### src/rtl/dds_param_ctrl.sv
// -----------------------------------------------------------------------------
// dds_param_ctrl
//
// Per-channel parameter controller for the DDS datapath. A host writes shadow
// registers through a valid/ready command port. A commit strobe copies every
// channel's shadow set to the active outputs in one edge. Each channel can also
// run a linear frequency sweep, either one-shot or wrapping.
//
// Ports
//   clk           system clock
//   rst           asynchronous, active-low reset
//   cmd_valid     command present
//   cmd_ready     controller accepts a command (high in RUN)
//   cmd_ch        target channel
//   cmd_reg       register index (0 phase, 1 amp, 2 shape, 3 stop, 4 step,
//                 5 divider, 6 ctrl{wrap,sweep_en}, 7 reserved)
//   cmd_data      write data, LSB-aligned
//   commit        one-cycle pulse, shadow -> active for all channels
//   phase_M       active phase increments, channel 0 in the LSBs
//   signal_A      active amplitudes
//   signal_shape  active waveform shapes (0 sin, 1 triangle, 2 square)
//   sweep_active  sweep running, one bit per channel
//   cmd_err       one-cycle pulse after a rejected command
// -----------------------------------------------------------------------------
module dds_param_ctrl #(
    parameter int CH_NUM      = 2,
    parameter int PHASE_W     = 15,
    parameter int AMP_W       = 11,
    parameter int AMP_MAX     = 2047,
    parameter int PH_DEFAULT  = 500,
    parameter int AMP_DEFAULT = 1200,
    parameter int DIV_W       = 16,
    localparam int CH_W       = (CH_NUM > 1) ? $clog2(CH_NUM) : 1,
    localparam int DATA_W     = (PHASE_W > DIV_W) ? PHASE_W : DIV_W
) (
    input  logic                      clk,
    input  logic                      rst,
    input  logic                      cmd_valid,
    output logic                      cmd_ready,
    input  logic [CH_W-1:0]           cmd_ch,
    input  logic [2:0]                cmd_reg,
    input  logic [DATA_W-1:0]         cmd_data,
    input  logic                      commit,
    output logic [CH_NUM*PHASE_W-1:0] phase_M,
    output logic [CH_NUM*AMP_W-1:0]   signal_A,
    output logic [CH_NUM*2-1:0]       signal_shape,
    output logic [CH_NUM-1:0]         sweep_active,
    output logic                      cmd_err
);

    typedef enum logic {
        ST_INIT,
        ST_RUN
    } state_t;

    state_t state_reg, state_next;
    logic   load_all;       // copy shadows to active this edge
    logic   cmd_acc;        // command handshake completes this edge
    logic   cmd_bad;        // command is rejected
    logic   wr_ok;          // command writes a shadow register
    logic   ch_oob;
    logic   cmd_err_reg;
    logic [AMP_W-1:0] amp_wr;

    // One extra bit so that an out-of-range channel is representable even
    // when CH_NUM is a power of two (the compare is then simply never true).
    localparam logic [CH_W:0] CH_LIMIT = (CH_W+1)'(CH_NUM);

    // ---------------------------------------------------------------- FSM
    always_ff @(posedge clk or negedge rst) begin
        if (!rst) begin
            state_reg <= ST_INIT;
        end else begin
            state_reg <= state_next;
        end
    end

    always_comb begin
        state_next = state_reg;
        cmd_ready  = 1'b0;
        load_all   = 1'b0;
        case (state_reg)
            ST_INIT: begin
                // The post-reset shadows (defaults) are pushed out exactly once;
                // any commit pulse seen here is redundant and therefore ignored.
                load_all   = 1'b1;
                state_next = ST_RUN;
            end
            ST_RUN: begin
                cmd_ready = 1'b1;
                load_all  = commit;
            end
            default: state_next = ST_INIT;
        endcase
    end

    // ---------------------------------------------------- command decode
    assign cmd_acc = cmd_valid && cmd_ready;
    assign ch_oob  = ({1'b0, cmd_ch} >= CH_LIMIT);
    assign cmd_bad = (cmd_reg == 3'd7) ||
                     ((cmd_reg == 3'd2) && (cmd_data[1:0] == 2'd3)) ||
                     ch_oob;
    assign wr_ok   = cmd_acc && !cmd_bad;

    // Amplitude saturates instead of wrapping into the narrower register.
    assign amp_wr = (cmd_data > DATA_W'(AMP_MAX)) ? AMP_W'(AMP_MAX)
                                                  : cmd_data[AMP_W-1:0];

    always_ff @(posedge clk or negedge rst) begin
        if (!rst) begin
            cmd_err_reg <= 1'b0;
        end else begin
            cmd_err_reg <= cmd_acc && cmd_bad;
        end
    end

    assign cmd_err = cmd_err_reg;

    // ------------------------------------------------------ per channel
    genvar gi;
    generate
        for (gi = 0; gi < CH_NUM; gi++) begin : g_ch
            logic               wr_sel;
            // shadow set
            logic [PHASE_W-1:0] sh_phase_reg, sh_phase_next;
            logic [AMP_W-1:0]   sh_amp_reg,   sh_amp_next;
            logic [1:0]         sh_shape_reg, sh_shape_next;
            logic [PHASE_W-1:0] sh_stop_reg,  sh_stop_next;
            logic [PHASE_W-1:0] sh_step_reg,  sh_step_next;
            logic [DIV_W-1:0]   sh_div_reg,   sh_div_next;
            logic [1:0]         sh_ctrl_reg,  sh_ctrl_next;
            // active set
            logic [PHASE_W-1:0] phase_reg;
            logic [AMP_W-1:0]   amp_reg;
            logic [1:0]         shape_reg;
            logic               active_reg;
            // sweep parameters latched at commit
            logic [PHASE_W-1:0] run_start_reg;
            logic [PHASE_W-1:0] run_stop_reg;
            logic [PHASE_W-1:0] run_step_reg;
            logic [DIV_W-1:0]   run_div_reg;
            logic               run_wrap_reg;
            logic [DIV_W-1:0]   div_cnt_reg;
            logic               wrap_pend_reg;  // next step reloads start
            logic [PHASE_W:0]   step_sum;       // carry kept in the MSB

            assign wr_sel = wr_ok && (cmd_ch == CH_W'(gi));

            // Shadow next values; commit reads these, so a write in the
            // commit cycle is already included.
            always_comb begin
                sh_phase_next = sh_phase_reg;
                sh_amp_next   = sh_amp_reg;
                sh_shape_next = sh_shape_reg;
                sh_stop_next  = sh_stop_reg;
                sh_step_next  = sh_step_reg;
                sh_div_next   = sh_div_reg;
                sh_ctrl_next  = sh_ctrl_reg;
                if (wr_sel) begin
                    case (cmd_reg)
                        3'd0:    sh_phase_next = cmd_data[PHASE_W-1:0];
                        3'd1:    sh_amp_next   = amp_wr;
                        3'd2:    sh_shape_next = cmd_data[1:0];
                        3'd3:    sh_stop_next  = cmd_data[PHASE_W-1:0];
                        3'd4:    sh_step_next  = cmd_data[PHASE_W-1:0];
                        3'd5:    sh_div_next   = cmd_data[DIV_W-1:0];
                        3'd6:    sh_ctrl_next  = cmd_data[1:0];
                        default: ;
                    endcase
                end
            end

            assign step_sum = {1'b0, phase_reg} + {1'b0, run_step_reg};

            always_ff @(posedge clk or negedge rst) begin
                if (!rst) begin
                    sh_phase_reg  <= PHASE_W'(PH_DEFAULT);
                    sh_amp_reg    <= AMP_W'(AMP_DEFAULT);
                    sh_shape_reg  <= '0;
                    sh_stop_reg   <= '0;
                    sh_step_reg   <= '0;
                    sh_div_reg    <= '0;
                    sh_ctrl_reg   <= '0;
                    phase_reg     <= '0;
                    amp_reg       <= '0;
                    shape_reg     <= '0;
                    active_reg    <= 1'b0;
                    run_start_reg <= '0;
                    run_stop_reg  <= '0;
                    run_step_reg  <= '0;
                    run_div_reg   <= '0;
                    run_wrap_reg  <= 1'b0;
                    div_cnt_reg   <= '0;
                    wrap_pend_reg <= 1'b0;
                end else begin
                    sh_phase_reg <= sh_phase_next;
                    sh_amp_reg   <= sh_amp_next;
                    sh_shape_reg <= sh_shape_next;
                    sh_stop_reg  <= sh_stop_next;
                    sh_step_reg  <= sh_step_next;
                    sh_div_reg   <= sh_div_next;
                    sh_ctrl_reg  <= sh_ctrl_next;

                    if (load_all) begin
                        // Static load and sweep (re)start share this path:
                        // phase always begins at the shadow phase.
                        amp_reg       <= sh_amp_next;
                        shape_reg     <= sh_shape_next;
                        phase_reg     <= sh_phase_next;
                        run_start_reg <= sh_phase_next;
                        run_stop_reg  <= sh_stop_next;
                        run_step_reg  <= sh_step_next;
                        run_div_reg   <= sh_div_next;
                        run_wrap_reg  <= sh_ctrl_next[1];
                        active_reg    <= sh_ctrl_next[0];
                        div_cnt_reg   <= '0;
                        wrap_pend_reg <= 1'b0;
                    end else if (active_reg) begin
                        if (div_cnt_reg == run_div_reg) begin
                            div_cnt_reg <= '0;
                            // A zero step freezes the sweep without ending it.
                            if (run_step_reg != '0) begin
                                if (wrap_pend_reg) begin
                                    phase_reg     <= run_start_reg;
                                    wrap_pend_reg <= 1'b0;
                                end else if (step_sum >= {1'b0, run_stop_reg}) begin
                                    // Also catches overflow: the carry makes
                                    // step_sum exceed any PHASE_W-bit stop.
                                    phase_reg <= run_stop_reg;
                                    if (run_wrap_reg) begin
                                        wrap_pend_reg <= 1'b1;
                                    end else begin
                                        active_reg <= 1'b0;
                                    end
                                end else begin
                                    phase_reg <= step_sum[PHASE_W-1:0];
                                end
                            end
                        end else begin
                            div_cnt_reg <= div_cnt_reg + 1'b1;
                        end
                    end
                end
            end

            assign phase_M[gi*PHASE_W +: PHASE_W] = phase_reg;
            assign signal_A[gi*AMP_W +: AMP_W]    = amp_reg;
            assign signal_shape[gi*2 +: 2]        = shape_reg;
            assign sweep_active[gi]               = active_reg;
        end
    endgenerate

endmodule
### config.mk
export PLATFORM = sky130hd
export DESIGN_NAME = dds_param_ctrl
export DESIGN_NICKNAME = d
export VERILOG_FILES = /design/src/rtl/dds_param_ctrl.sv
export SDC_FILE = /design/constraint.sdc
export NUM_CORES = 1
export LEC_CHECK = 0
export ABC_AREA = 1
export BUFFER_PORTS_ARGS = -buffer_cell sky130_fd_sc_hd__buf_2
export CAP_MARGIN = 20
export CELL_PAD_IN_SITES_DETAIL_PLACEMENT = 1
export CELL_PAD_IN_SITES_GLOBAL_PLACEMENT = 1
export CORE_MARGIN = 2
export CORE_UTILIZATION = 47
export CTS_CLUSTER_SIZE = 25
export DETAILED_ROUTE_END_ITERATION = 8
export GPL_TIMING_DRIVEN = 0
export PLACE_DENSITY = 0.82
export SLEW_MARGIN = 10
export SYNTH_ARGS = -nofsm -noshare
export SYNTH_HDL_FRONTEND = slang
export SYNTH_SLANG_ARGS = --single-unit
### constraint.sdc
create_clock -name clk -period 4 [get_ports clk]
set_clock_uncertainty 0.1 [all_clocks]
set_input_delay 0.2 -clock clk [delete_from_list [all_inputs] [get_ports clk]]
set_output_delay 0.2 -clock clk [all_outputs]
set_load 0.05 [all_outputs]
# Yosys cells after proc, flatten, opt, wreduce, memory -nomap -nowiden

Index checks and enable logic that the tools add are counted.

Output and inout bits: 60
Register bits: 370
Word-level logic and storage cells: 151
Bits of input ports: 24

$lt $le $gt $ge: 3
Muxes and demuxes: 75
Bitwise gates (word level): 2
Equal/unequal tests: 10
$add $sub $neg: 4
Reduce and logical (&&, ||, !) cells: 19

Operator list:

| cell                                                                   | count |
|---|---|
| 15-bit 2-to-1 mux                                                      | 24 |
| 16-bit 2-to-1 mux                                                      | 10 |
| 11-bit 2-to-1 mux                                                      | 5 |
| 15-bit by 15-bit adder with 16-bit output                              | 2 |
| 16-bit by 1-bit adder with 16-bit output, second input constant        | 2 |
| 16-bit equality test                                                   | 2 |
| 16-bit by 15-bit greater-or-equal comparator with 1-bit output         | 2 |
| 15-bit nonzero test                                                    | 2 |
| 1-bit 2-to-1 mux                                                       | 27 |
| 16-bit by 11-bit > comparator with 1-bit output, second input constant | 1 |
| 2-bit 2-to-1 mux                                                       | 8 |
| 3-bit equality test, second input constant                             | 4 |
| 2-bit nonzero test                                                     | 6 |
| 3-bit by 2-bit equality test with 1-bit output, second input constant  | 2 |
| 1-bit logical AND                                                      | 6 |
| 3-bit AND reduction                                                    | 2 |
| 3-bit by 1-bit equality test with 1-bit output, second input constant  | 1 |
| 3-bit logical NOT                                                      | 1 |
| 2-bit equality test, second input constant                             | 1 |
| 1-bit NOT                                                              | 2 |
| 1-bit one-hot mux with 2 select lines                                  | 1 |
| 1-bit logical NOT                                                      | 1 |
| 1-bit logical OR                                                       | 1 |

# Longest topological paths before layout

Gate-level depths: netlist of run 1.

Depth after elaboration: 8
Depth in mapped cells: 26
Mapped depth without buffers: 25

# Worst setup path before layout of run 1

Ideal clock, no wire load.

Path type: register -> register
Start point: reg g_ch[1].phase_reg[0]
End point: reg g_ch[1].phase_reg[10]
Arrival time: 3.445 ns
Clock period less this slack: 3.661 ns
Path buffers: 1
Stages on the path, launching flop included: 24
Library setup time: 0.117 ns
Data required time: 3.783 ns
Path slack: 0.339 ns
Path through: dfrtp_1 ha_1 inv_1 fa_1 inv_1 nand3_1 nand2_1 nand2_1 nand2_1 nand3_1 nand2_1 xor2_1 ha_1 nand2_1 nor2_1 a211oi_1 nor2_1 nor2_1 nand2_1 buf_2 nand2_1 nand3_1 nand2_1 nand2_1

Word-level cells in the longest chain between the ends: 8

RTL lines:

| element                                                        | RTL line | source |
|---|---|---|
| start: declaration                                             | 133      | `logic [PHASE_W-1:0] phase_reg;` |
| start signal: assignment                                       | 209      | `phase_reg <= sh_phase_next;` |
| start signal: assignment                                       | 224      | `phase_reg <= run_start_reg;` |
| start signal: assignment                                       | 229      | `phase_reg <= run_stop_reg;` |
| 15-bit by 15-bit adder with 16-bit output *                    | 173      | `assign step_sum = {1'b0, phase_reg} + {1'b0, run_step_reg};` |
| 16-bit by 15-bit greater-or-equal comparator with 1-bit output | 226      | `end else if (step_sum >= {1'b0, run_stop_reg}) begin` |
| 15-bit 2-to-1 mux *                                            | 226      |  |
| 15-bit 2-to-1 mux *                                            | 223      | `if (wrap_pend_reg) begin` |
| 15-bit 2-to-1 mux *                                            | 222      | `if (run_step_reg != '0) begin` |
| 15-bit 2-to-1 mux *                                            | 219      | `if (div_cnt_reg == run_div_reg) begin` |
| 15-bit 2-to-1 mux *                                            | 218      | `end else if (active_reg) begin` |
| 15-bit 2-to-1 mux *                                            | 204      | `if (load_all) begin` |

Every way passes the cells marked *; elsewhere a longest branch is shown, timed or not. The select of a mux whose other input is x is not followed.
A chain may end at the register's enable or synchronous reset.

# Worst setup path in the final report of run 1

Start point: reg g_ch[1].phase_reg[0]
End point: reg g_ch[1].phase_reg[8]

The elaborated chain is that of the path after synthesis.

==> results.yml, run 1 <==
route:
  drtAntennaViolNets: 0
  wl_per_cell_um: 21.1
  routed_wl_um: 63400
  drt_pass1_iterations: 6
  drc: 0
  drtIter0Drc: 871
  via_per_inst: 5.56
  routed-via-count: 16700
clocking:
  cts.sinks: 370
  insertion_delay_ns: 0.58
  cts_tree: "done"
  ctsRootBufferMaster: "clkbuf_16"
  cts_buffer_depth: 3
  htree_levels: 2
  cts-buffers-inserted: 41
  clk_pin_slew_ns: 0.06
floorplanning:
  die_h_um: 203
  io_pins: 84
  fp.dieW_um: 203
  initial_core_util: 0.478
  die_area_um2: 41100
  core_um2: 38800
  num_rows: 72
sta:
  fin_ws_ns: 0.282
  holdWs_ns: 0.0725
  timing.final.crit_share: 0.929
  finalHoldViolCount: 0
  slew_headroom: 0.381
  finalCriticalPeriod_ns: 3.72
  tightest_slew_ns: 0.928
  drv_slew: 0
  setup_viol: 0
  rsz0062_at_grt: "false"
  clock.fmax_mhz: 269
synth:
  synth_area_leaders: "dfrtp_1 47%, nand2_1 13%, inv_1 4.7%, o21ai_1 4.5%, o21ai_0 4.2%"
  yosys_warnings: 0
  syn_area_um2: 18600
  synthesis.nets: 2397
  synth_cells: 2309
  synth.distinct_cells: 39
  ys_ff_latch: 370
  synth_edf_count: 0
  syn_area_per_cell_um2: 8.04
  yosysTopAreaCellShare: 0.472
  ys_seq_area_frac: 0.500
  async_flop_share: 1.00
  synthFlopType: "dfrtp_1"
  synth_top_area_cell: "dfrtp_1"
placed_design:
  pre_cts_ws_ns: -0.246
  dp.cells: 2911
  dp_hpwl_um: 47400
  placed_area_um2: 19700
  gp_congestion: 0.952
  portBuffers: 81
hold_path:
  hold_path_class: "input pin to flop"
setup_path:
  critical_path.endpoint_type: "flop"
  r2r_start: "g_ch[1].phase_reg[0]"
  path_depth: 21
  crit_end: "g_ch[1].phase_reg[8]"
  worstRegToRegCells: 21
  cp_top_family: "simple AND/OR/NAND/NOR gates"
  critPathKind: "flop to flop"
  crit_buf_inv: 3
  slowest_stage: "fa_1"
  r2r_slack_ns: 0.28
  crit_start: "g_ch[1].phase_reg[0]"
  crit_top_cell: "nand2_1"
  cp.required_ns: 4.35
  r2r_end: "g_ch[1].phase_reg[8]"
  critPathMaxFanout: 10
  critPathMaxStageDelay_ns: 0.41
  cp.arrival_ns: 4.07
  crit_chain: "ha_1 -> inv_1 -> fa_1 -> inv_1 -> nand3_1 -> nand2_2 -> nand2_1 -> nand2_1 -> nand2_1 -> nand3_1 -> nand2_1 -> ha_1 -> and3_1 -> nand3_1 -> nor2_1 -> nand2_1 -> clkbuf_2 -> nand3_1 -> nand3_1 -> nand2_1 -> nand2_1"
  start_kind: "flop"
grt:
  antenna_found_initial: 1
  grt_max_degree: 114
  grt_overflow_total: 0
  grt_pass1_vias: 18200
  grt_usage: 0.313
  grt_pass1_wl_um: 99200
run_status:
  status: "completed"
power_and_ir_drop:
  p_int_uw: 8330
  pwr-share-clk: 0.292
  ir_drop_v: 0.000395
  power_leakage_uw: 0.0106
  powerDensity_nw_per_um2: 637
  power_switching_uw: 5320
  pwr-share-seq: 0.360
  swShare: 0.389
  power_frac_comb: 0.348
cells_and_area:
  layout-drive-gt1-share: 0.0903
  nets: 2549
  area_delta_synth_final_pct: 15.3
  final_cells: 3011
  utilization: 0.551
  fillers: 4721
  final_cell_area_um2: 21400
job:
  drv_cap: 0
routing by layer:
metal,routed length [µm],up-vias,track usage
met5,0,-,0
met3,3620,120,0.0565
met2,31500,427,0.545
li1,-,7773,-
met1,26300,8418,0.390
met4,2040,0,0.110
Yosys cell counts (all sizes together) (2+ instances only):
library cell	n
and3	2
inv	234
o21bai	20
nor4	5
fa	2
a21oi	125
nor3b	4
nand3	130
a31oi	2
nor2	135
ha	62
o22ai	6
buf	32
xnor2	26
dfrtp	350
nand2	653
o21ai	325
clkbuf	78
xor2	35
nand4	40
nor3	13
dfstp	20
a21o	2
power by group through the flow:
| stage | Combinational, µW | Clock [µW] | Sequential (µW) |
|---|---|---|---|
| 2_1_floorplan | 2680 | 0 | 5320 |
| 3_3_place_gp | 4310 | 0 | 4940 |
| 3_5_place_dp | 4520 | 0 | 4970 |
| 4_1_cts | 4620 | 4020 | 4910 |
| 5_1_grt | 5300 | 4160 | 4990 |
| 6_report | 4750 | 3980 | 4910 |
placed cells by master, fill, tap and decap left out, types with 7 or more instances in the layout:
cell and count:
a21oi_1 116, a21oi_2 9, buf_1 16, buf_2 87, buf_4 16, clkbuf_1 79
clkbuf_16 41, clkbuf_8 12, clkinv_2 7, dfrtp_1 350, dfstp_2 20, dlygate4sd3_1 19
ha_1 61, inv_1 234, nand2_1 650, nand3_1 126, nand4_1 40, nor2_1 132
nor3_1 11, o21ai_0 157, o21ai_1 168, o21bai_1 20, xnor2_1 26, xor2_1 33
kinds of logic after synthesis:
| family | share of synthesized area |
|---|---|
| adders and majority gates | 0.0439 |
| xor gates and xnor gates | 0.0288 |
| AOI/OAI and AO/OA | 0.137 |
| DFF | 0.500 |
| other | 0.000202 |
| and+or+nand+nor | 0.218 |
| buffers and inverters | 0.0720 |
per-stage QoR:
step	TNS, ns	total power [µW]
after floorplan	0	8000
after global placement	-1653.29	9240
after detailed placement	-3.34	9480
after CTS	0	13500
after global routing	0	14400
final	0	13600
how the worst min path moves through the flow:
stage                             from                      end  slack, ns  cells after the start
detailed placement                 rst    g_ch[1].phase_reg[13]       0.11                      1
finish                      cmd_reg[2]  g_ch[1].sh_stop_reg[14]       0.07                      4
CTS                         cmd_reg[2]   g_ch[0].sh_stop_reg[4]       0.04                      4
global placement    g_ch[0].amp_reg[8]       g_ch[0].amp_reg[8]       0.36                      2
floorplan                          rst                  cmd_err      -0.20                      0
global route                cmd_reg[2]   g_ch[0].sh_stop_reg[3]       0.07                      4
timing repair:
| action | CTS | global route |
|---|---|---|
| endpoints found under the hold margin | 142 | 0 |
| cloned | 0 | 0 |
| hold buffers | 19 | 0 |
| gates resized for setup | 6 | 17 |
| endpoints found under the setup margin | 24 | 30 |
| setup buffers | 0 | 6 |
| pin swaps | 0 | 3 |
worst min-delay path, cell delays in order:
cell,delay (ns)
buf_2,0.14
nor3_2,0.12
nand2_1,0.11
o21ai_1,0.10
area by class of cell:
type                    count  area [µm²]  area share
repair buffers            109         733      0.0342
inverters                 235         882      0.0412
plain buffers             110         465      0.0217
clock buffers              60        1220      0.0569
flip-flops and latches    370        9280       0.434
clock inverters            14         180     0.00841
multi-input cells        1594        8000       0.374
well taps                 518         648      0.0303
diodes                      1        2.50    0.000117
Power figures use the tool's default switching activity.
==> inputs of run 2 (changes only) <==
--- a/config.mk
+++ b/config.mk
@@ -6,8 +6,7 @@
 export NUM_CORES = 1
 export LEC_CHECK = 0
 export ABC_AREA = 1
-export BUFFER_PORTS_ARGS = -buffer_cell sky130_fd_sc_hd__buf_2
-export CAP_MARGIN = 20
+export BUFFER_PORTS_ARGS = -buffer_cell sky130_fd_sc_hd__buf_4
 export CELL_PAD_IN_SITES_DETAIL_PLACEMENT = 1
 export CELL_PAD_IN_SITES_GLOBAL_PLACEMENT = 1
 export CORE_MARGIN = 2
==> run 2 against run 1 <==
  * Sequential share of layout area fell by 0.64 points
  * Wire length up 2.3%
  * Fmax shrank 2.9%
  * Clock power is 5.3% higher
  * Die area is the same
  * Sequential power is essentially flat
  * Largest cell class unchanged
  * Worst hold slack worse by 0.036 ns
  * Count of clock-buffer cells in the layout is 1 lower
  * Worst setup slack worse by 0.11 ns
==> results.yml, run 2 (synthesis gave the netlist of run 1 again) <==
cells_and_area:
  area_delta_synth_final_pct: 17.0
  final_cell_area_um2: 21700
  layout_commonest_cell: "nand2_1"
  layout_common_cells: "649 x nand2_1, 350 x dfrtp_1, 234 x inv_1, 168 x o21ai_1, 157 x o21ai_0"
  layout-drive-gt1-share: 0.0929
  utilization: 0.560
  nets: 2552
sta:
  final.setup.tns_ns: 0
  finalCriticalPeriod_ns: 3.83
  timing.final.crit_share: 0.957
  setup_viol: 0
  slew_headroom: 0.380
  rsz0062_at_grt: "true"
  finalHoldViolCount: 0
  drv_slew: 0
  tightest_slew_ns: 0.930
  clock.fmax_mhz: 261
placed_design:
  dp_hpwl_um: 48000
  portBuffers: 81
  placed_area_um2: 19900
  gp_congestion: 0.949
setup_path:
  cp.arrival_ns: 4.24
  critPathMaxStageDelay_ns: 0.48
  cp_top_family: "simple AND/OR/NAND/NOR gates"
  crit_buf_inv: 2
  cp.required_ns: 4.41
  crit_chain: "ha_1 -> nand2_1 -> a21oi_1 -> nor2_1 -> nand2_1 -> nand2_1 -> nand2_1 -> xor2_1 -> ha_1 -> a21oi_1 -> nor2_1 -> a211oi_1 -> nor2_1 -> nor2_4 -> buf_4 -> clkbuf_4 -> nand3_1 -> nand3_1 -> nand2_1 -> nand2_1"
  critical_path.endpoint_type: "flop"
  critPathKind: "flop to flop"
  crit_top_cell: "nand2_1"
  critPathMaxFanout: 10
  slowest_stage: "dfrtp_1"
  start_kind: "flop"
clocking:
  cts.sinks: 370
  clk_pin_slew_ns: 0.06
  htree_levels: 2
  cts_buffer_depth: 3
  cts_tree: "done"
  ctsRootBufferMaster: "clkbuf_16"
  cts-buffers-inserted: 42
  insertion_delay_ns: 0.57
power_and_ir_drop:
  pwr-share-clk: 0.297
  power_leakage_uw: 0.0106
  ir_drop_v: 0.000397
  powerDensity_nw_per_um2: 649
  pwr-share-seq: 0.349
  power_frac_comb: 0.354
  p_int_uw: 8660
  power_switching_uw: 5440
  total_power_uw: 14100
  swShare: 0.386
hold_path:
  hold_path_class: "input pin to flop"
route:
  drc: 0
  drtIter0Drc: 985
  drtAntennaViolNets: 0
  via_per_inst: 5.59
  drt_pass1_iterations: 5
  routed-via-count: 16900
  wl_per_cell_um: 21.5
  routed_wl_um: 64900
floorplanning:
  die_area_um2: 41100
  fp.dieW_um: 203
  io_pins: 84
  core_um2: 38800
  num_rows: 72
  initial_core_util: 0.478
  die_h_um: 203
grt:
  antenna_found_initial: 4
  grt_pass1_wl_um: 101000
  grt_pass1_vias: 18400
  grt_overflow_total: 0
  grt_usage: 0.319
  grt_max_degree: 107
job:
  drv_cap: 0
run_status:
  status: "completed"
==> run 2: final timing paths <==
check                                          start                      end  slack, ns  cells after the start
worst max-delay path            g_ch[1].phase_reg[5]     g_ch[1].phase_reg[5]       0.17                     20
worst min register to register    g_ch[1].amp_reg[2]       g_ch[1].amp_reg[2]       0.39                      2
max in group asynchronous                        rst    g_ch[1].sh_div_reg[7]       2.65                      3
worst max register to register  g_ch[1].phase_reg[5]     g_ch[1].phase_reg[5]       0.17                     20
min in group asynchronous                        rst    g_ch[1].phase_reg[12]       0.14                      2
worst min-delay path                      cmd_reg[2]  g_ch[1].sh_stop_reg[14]       0.04                      4
==> run 2: cell type report <==
cell class	instances	area, µm²
Antenna cell	1	2.50
Buffer	110	467
Clock buffer	59	1240
Clock inverter	18	259
Fill cell	4693	17100
Inverter	235	882
Multi-Input combinational cell	1594	8010
Sequential cell	370	9280
Tap cell	518	648
Timing Repair Buffer	111	948
==> run 2: metal layers <==
layer,vias up,wire (µm),part of all wire,track usage
li1,7801,-,-,-
met1,8458,26400,0.41,0.398
met2,458,32200,0.50,0.549
met3,139,4030,0.062,0.0636
met4,4,2310,0.036,0.119
met5,-,23,0.00035,0
==> run 2: repair_timing <==
item                                   in CTS  in global routing
pin swaps                                   0                  2
gates resized for setup                     8                 17
endpoints found under the hold margin     172                  0
setup endpoints to repair                  27                 24
hold buffers                               19                  0
buffers inserted                            0                  8
==> run 2: worst min-delay path: cells and delay by family <==
| family | cells | cell delay [ns] |
|---|---|---|
| compound gates | 1 | 0.10 |
| buf+inv | 1 | 0.12 |
| simple gates | 2 | 0.23 |
==> run 2: metrics by stage <==
step / cells / hold slack, ns / setup WS, ns
6_report: 3016 / 0.0364 / 0.170
5_1_grt: 3015 / 0.0489 / -0.0244
4_1_cts: 3007 / 0.00290 / 0.00416
3_5_place_dp: 2911 / 0.153 / -0.296
3_3_place_gp: 2908 / 0.366 / -0.979
2_1_floorplan: 2309 / -0.196 / 0.339
==> run 2: power groups by stage <==
stage | clock (µW) | sequential [µW] | combinational, µW
2_1_floorplan | 0 | 5320 | 2680
3_3_place_gp | 0 | 4940 | 4400
3_5_place_dp | 0 | 4980 | 4650
4_1_cts | 4240 | 4920 | 4780
5_1_grt | 4390 | 4990 | 5530
6_report | 4190 | 4930 | 4990
==> inputs of run 3 (changes only) <==
==> config.mk (replaced) <==
export PLATFORM = sky130hd
export DESIGN_NAME = dds_param_ctrl
export DESIGN_NICKNAME = d
export VERILOG_FILES = /design/src/rtl/dds_param_ctrl.sv
export SDC_FILE = /design/constraint.sdc
export NUM_CORES = 1
export LEC_CHECK = 0
export ABC_AREA = 1
export CELL_PAD_IN_SITES_DETAIL_PLACEMENT = 1
export CELL_PAD_IN_SITES_GLOBAL_PLACEMENT = 1
export CORE_MARGIN = 2
export CORE_UTILIZATION = 48
export CTS_CLUSTER_SIZE = 25
export DETAILED_ROUTE_END_ITERATION = 8
export DONT_BUFFER_PORTS = 1
export GPL_TIMING_DRIVEN = 0
export PLACE_DENSITY = 0.81
export SLEW_MARGIN = 10
export SYNTH_ARGS = -nofsm -noshare
export SYNTH_HDL_FRONTEND = slang
export SYNTH_SLANG_ARGS = --single-unit
export TNS_END_PERCENT = 10
==> run 3 against run 2 <==
  * The run now ends with negative hold slack left
  * Critical endpoint is now g_ch[0].phase_reg[11]
  * Register-to-register slack lost 0.02 ns
  * Wire length decreased by 1.8%
  * First-iteration DRC count increased by 9.7%
  * Sequential power increased by 11%
  * Largest power group is now registers
  * Cell area is 2.8% lower
  * Critical path depth rose by 4
  * Global-route usage shrank 0.22 points
  * Non-clock buffer count fell by 76
  * Sequential share of layout area rose by 1.4 points
==> results.yml, run 3 (synthesis gave the netlist of run 1 again) <==
cells_and_area:
  layout_commonest_cell: "nand2_1"
  multiInputGateArea_um2: 8080
  layout_common_cells: "648 x nand2_1, 329 x dfrtp_1, 234 x inv_1, 168 x o21ai_1, 157 x o21ai_0"
  area_delta_synth_final_pct: 13.7
  utilization: 0.550
  nets: 2476
  fillers: 4718
  regArea_um2: 9310
  layout-drive-gt1-share: 0.0727
clocking:
  cts.sinks: 370
  htree_levels: 2
  ctsRootBufferMaster: "clkbuf_16"
  cts_buffer_depth: 3
  cts-buffers-inserted: 42
  cts_hold_buf: 22
  insertion_delay_ns: 0.58
  cts_tree: "done"
  clk_pin_slew_ns: 0.07
setup_path:
  critPathMaxFanout: 10
  cp.required_ns: 4.34
  crit_top_cell: "nand2_1"
  critPathKind: "flop to flop"
  cp.arrival_ns: 4.19
  cp_top_family: "simple AND/OR/NAND/NOR gates"
  start_kind: "flop"
  crit_chain: "ha_1 -> nand2_1 -> nor2_1 -> nand2_1 -> nand3_1 -> nand2_1 -> nand2_1 -> xor2_2 -> ha_1 -> nand2_1 -> inv_1 -> o21bai_1 -> nand2_1 -> nand2_1 -> nand2_1 -> inv_1 -> nand2_1 -> nor2_4 -> nand2_4 -> buf_4 -> nand2_1 -> nand3_1 -> nand2_1 -> a21oi_1"
  critPathMaxStageDelay_ns: 0.52
  critical_path.endpoint_type: "flop"
  crit_buf_inv: 3
  worstRegToRegCells: 24
  slowest_stage: "dfrtp_2"
  path_depth: 24
route:
  drt_pass1_iterations: 5
  drc: 0
  via_per_inst: 5.62
  drtAntennaViolNets: 0
  routed_wl_um: 63700
  routed-via-count: 16500
  wl_per_cell_um: 21.6
  drtIter0Drc: 1081
placed_design:
  portBuffers: 0
  pre_cts_ws_ns: -0.732
  gp_congestion: 0.910
  dp_hpwl_um: 45900
job:
  drv_cap: 0
sta:
  holdWs_ns: -0.763
  clock.fmax_mhz: 260
  fin_ws_ns: 0.147
  tightest_slew_ns: 1.01
  drv_slew: 0
  setup_viol: 0
  finalCriticalPeriod_ns: 3.85
  finalHoldViolCount: 370
  slew_headroom: 0.327
  timing.final.crit_share: 0.963
power_and_ir_drop:
  swShare: 0.389
  pwr-share-clk: 0.290
  pwr-share-seq: 0.404
  power_frac_comb: 0.306
  powerDensity_nw_per_um2: 644
  power_leakage_uw: 0.0102
  p_int_uw: 8300
  power_switching_uw: 5290
  ir_drop_v: 0.000460
floorplanning:
  fp.dieW_um: 201
  initial_core_util: 0.484
  die_area_um2: 40300
  die_h_um: 201
  core_um2: 38400
  io_pins: 84
  num_rows: 72
hold_path:
  hold_path_class: "input pin to async pin"
run_status:
  violations: "negative hold slack"
  status: "complete, but fails checks"
grt:
  grt_overflow_total: 0
  grt_max_degree: 371
  grt_pass1_vias: 17800
  grt_usage: 0.317
  antenna_found_initial: 9
  grt_pass1_wl_um: 99100
[run 3: worst paths after layout]
check | from | end | slack (ns)
min in group clk | commit | g_ch[0].div_cnt_reg[1] | 0.01
worst min-delay path | rst | g_ch[1].phase_reg[13] | -0.76
worst min register to register | g_ch[0].sh_phase_reg[2] | g_ch[0].sh_phase_reg[2] | 0.39
worst max register to register | g_ch[0].phase_reg[4] | g_ch[0].phase_reg[11] | 0.15
max in group asynchronous | rst | g_ch[0].div_cnt_reg[0] | 3.82
worst max-delay path | g_ch[0].phase_reg[4] | g_ch[0].phase_reg[11] | 0.15
[run 3: repair_timing]
item | in CTS | in global routing
hold endpoints to repair | 636 | 370
gates resized for setup | 21 | 41
pin swaps | 1 | 4
endpoints found under the setup margin | 34 | 29
buffers inserted | 2 | 11
[run 3: area by class of cell]
type,count,share of cell area
buffer,110,0.0224
multi-input combinational,1594,0.382
tap,518,0.0307
clock inverter,11,0.00740
sequential,370,0.441
antenna,6,0.000711
timing repair buffer,35,0.0150
inverter,235,0.0418
clock buffer,66,0.0588
[run 3: power by group through the flow]
| stage | clock network [µW] | registers [µW] | logic, µW |
|---|---|---|---|
| 3_5_place_dp | 0 | 5530 | 3700 |
| 2_1_floorplan | 0 | 5320 | 2680 |
| 6_report | 3950 | 5490 | 4160 |
| 5_1_grt | 4140 | 5560 | 4660 |
| 4_1_cts | 3990 | 5470 | 3900 |
| 3_3_place_gp | 0 | 5500 | 3510 |
[run 3: stage by stage]
step	setup TNS [ns]	power (µW)	hold slack [ns]	cells	area, µm²
after global placement	-12.88	9010	-0.180	2827	19200
after floorplan	0	8000	-0.196	2309	18600
after detailed placement	-17.92	9230	-0.173	2827	19200
final	0	13600	-0.763	2945	21100
after global routing	-0.262	14400	-0.771	2941	21100
after CTS	0	13400	-0.775	2928	20900
[run 3: per-layer routing]
layer | routed length [µm] | global-route usage | part of all wire
met1 | 26500 | 0.403 | 0.42
met5 | 37 | 0 | 0.00058
met3 | 3980 | 0.0661 | 0.062
met2 | 31000 | 0.536 | 0.49
met4 | 2290 | 0.119 | 0.036
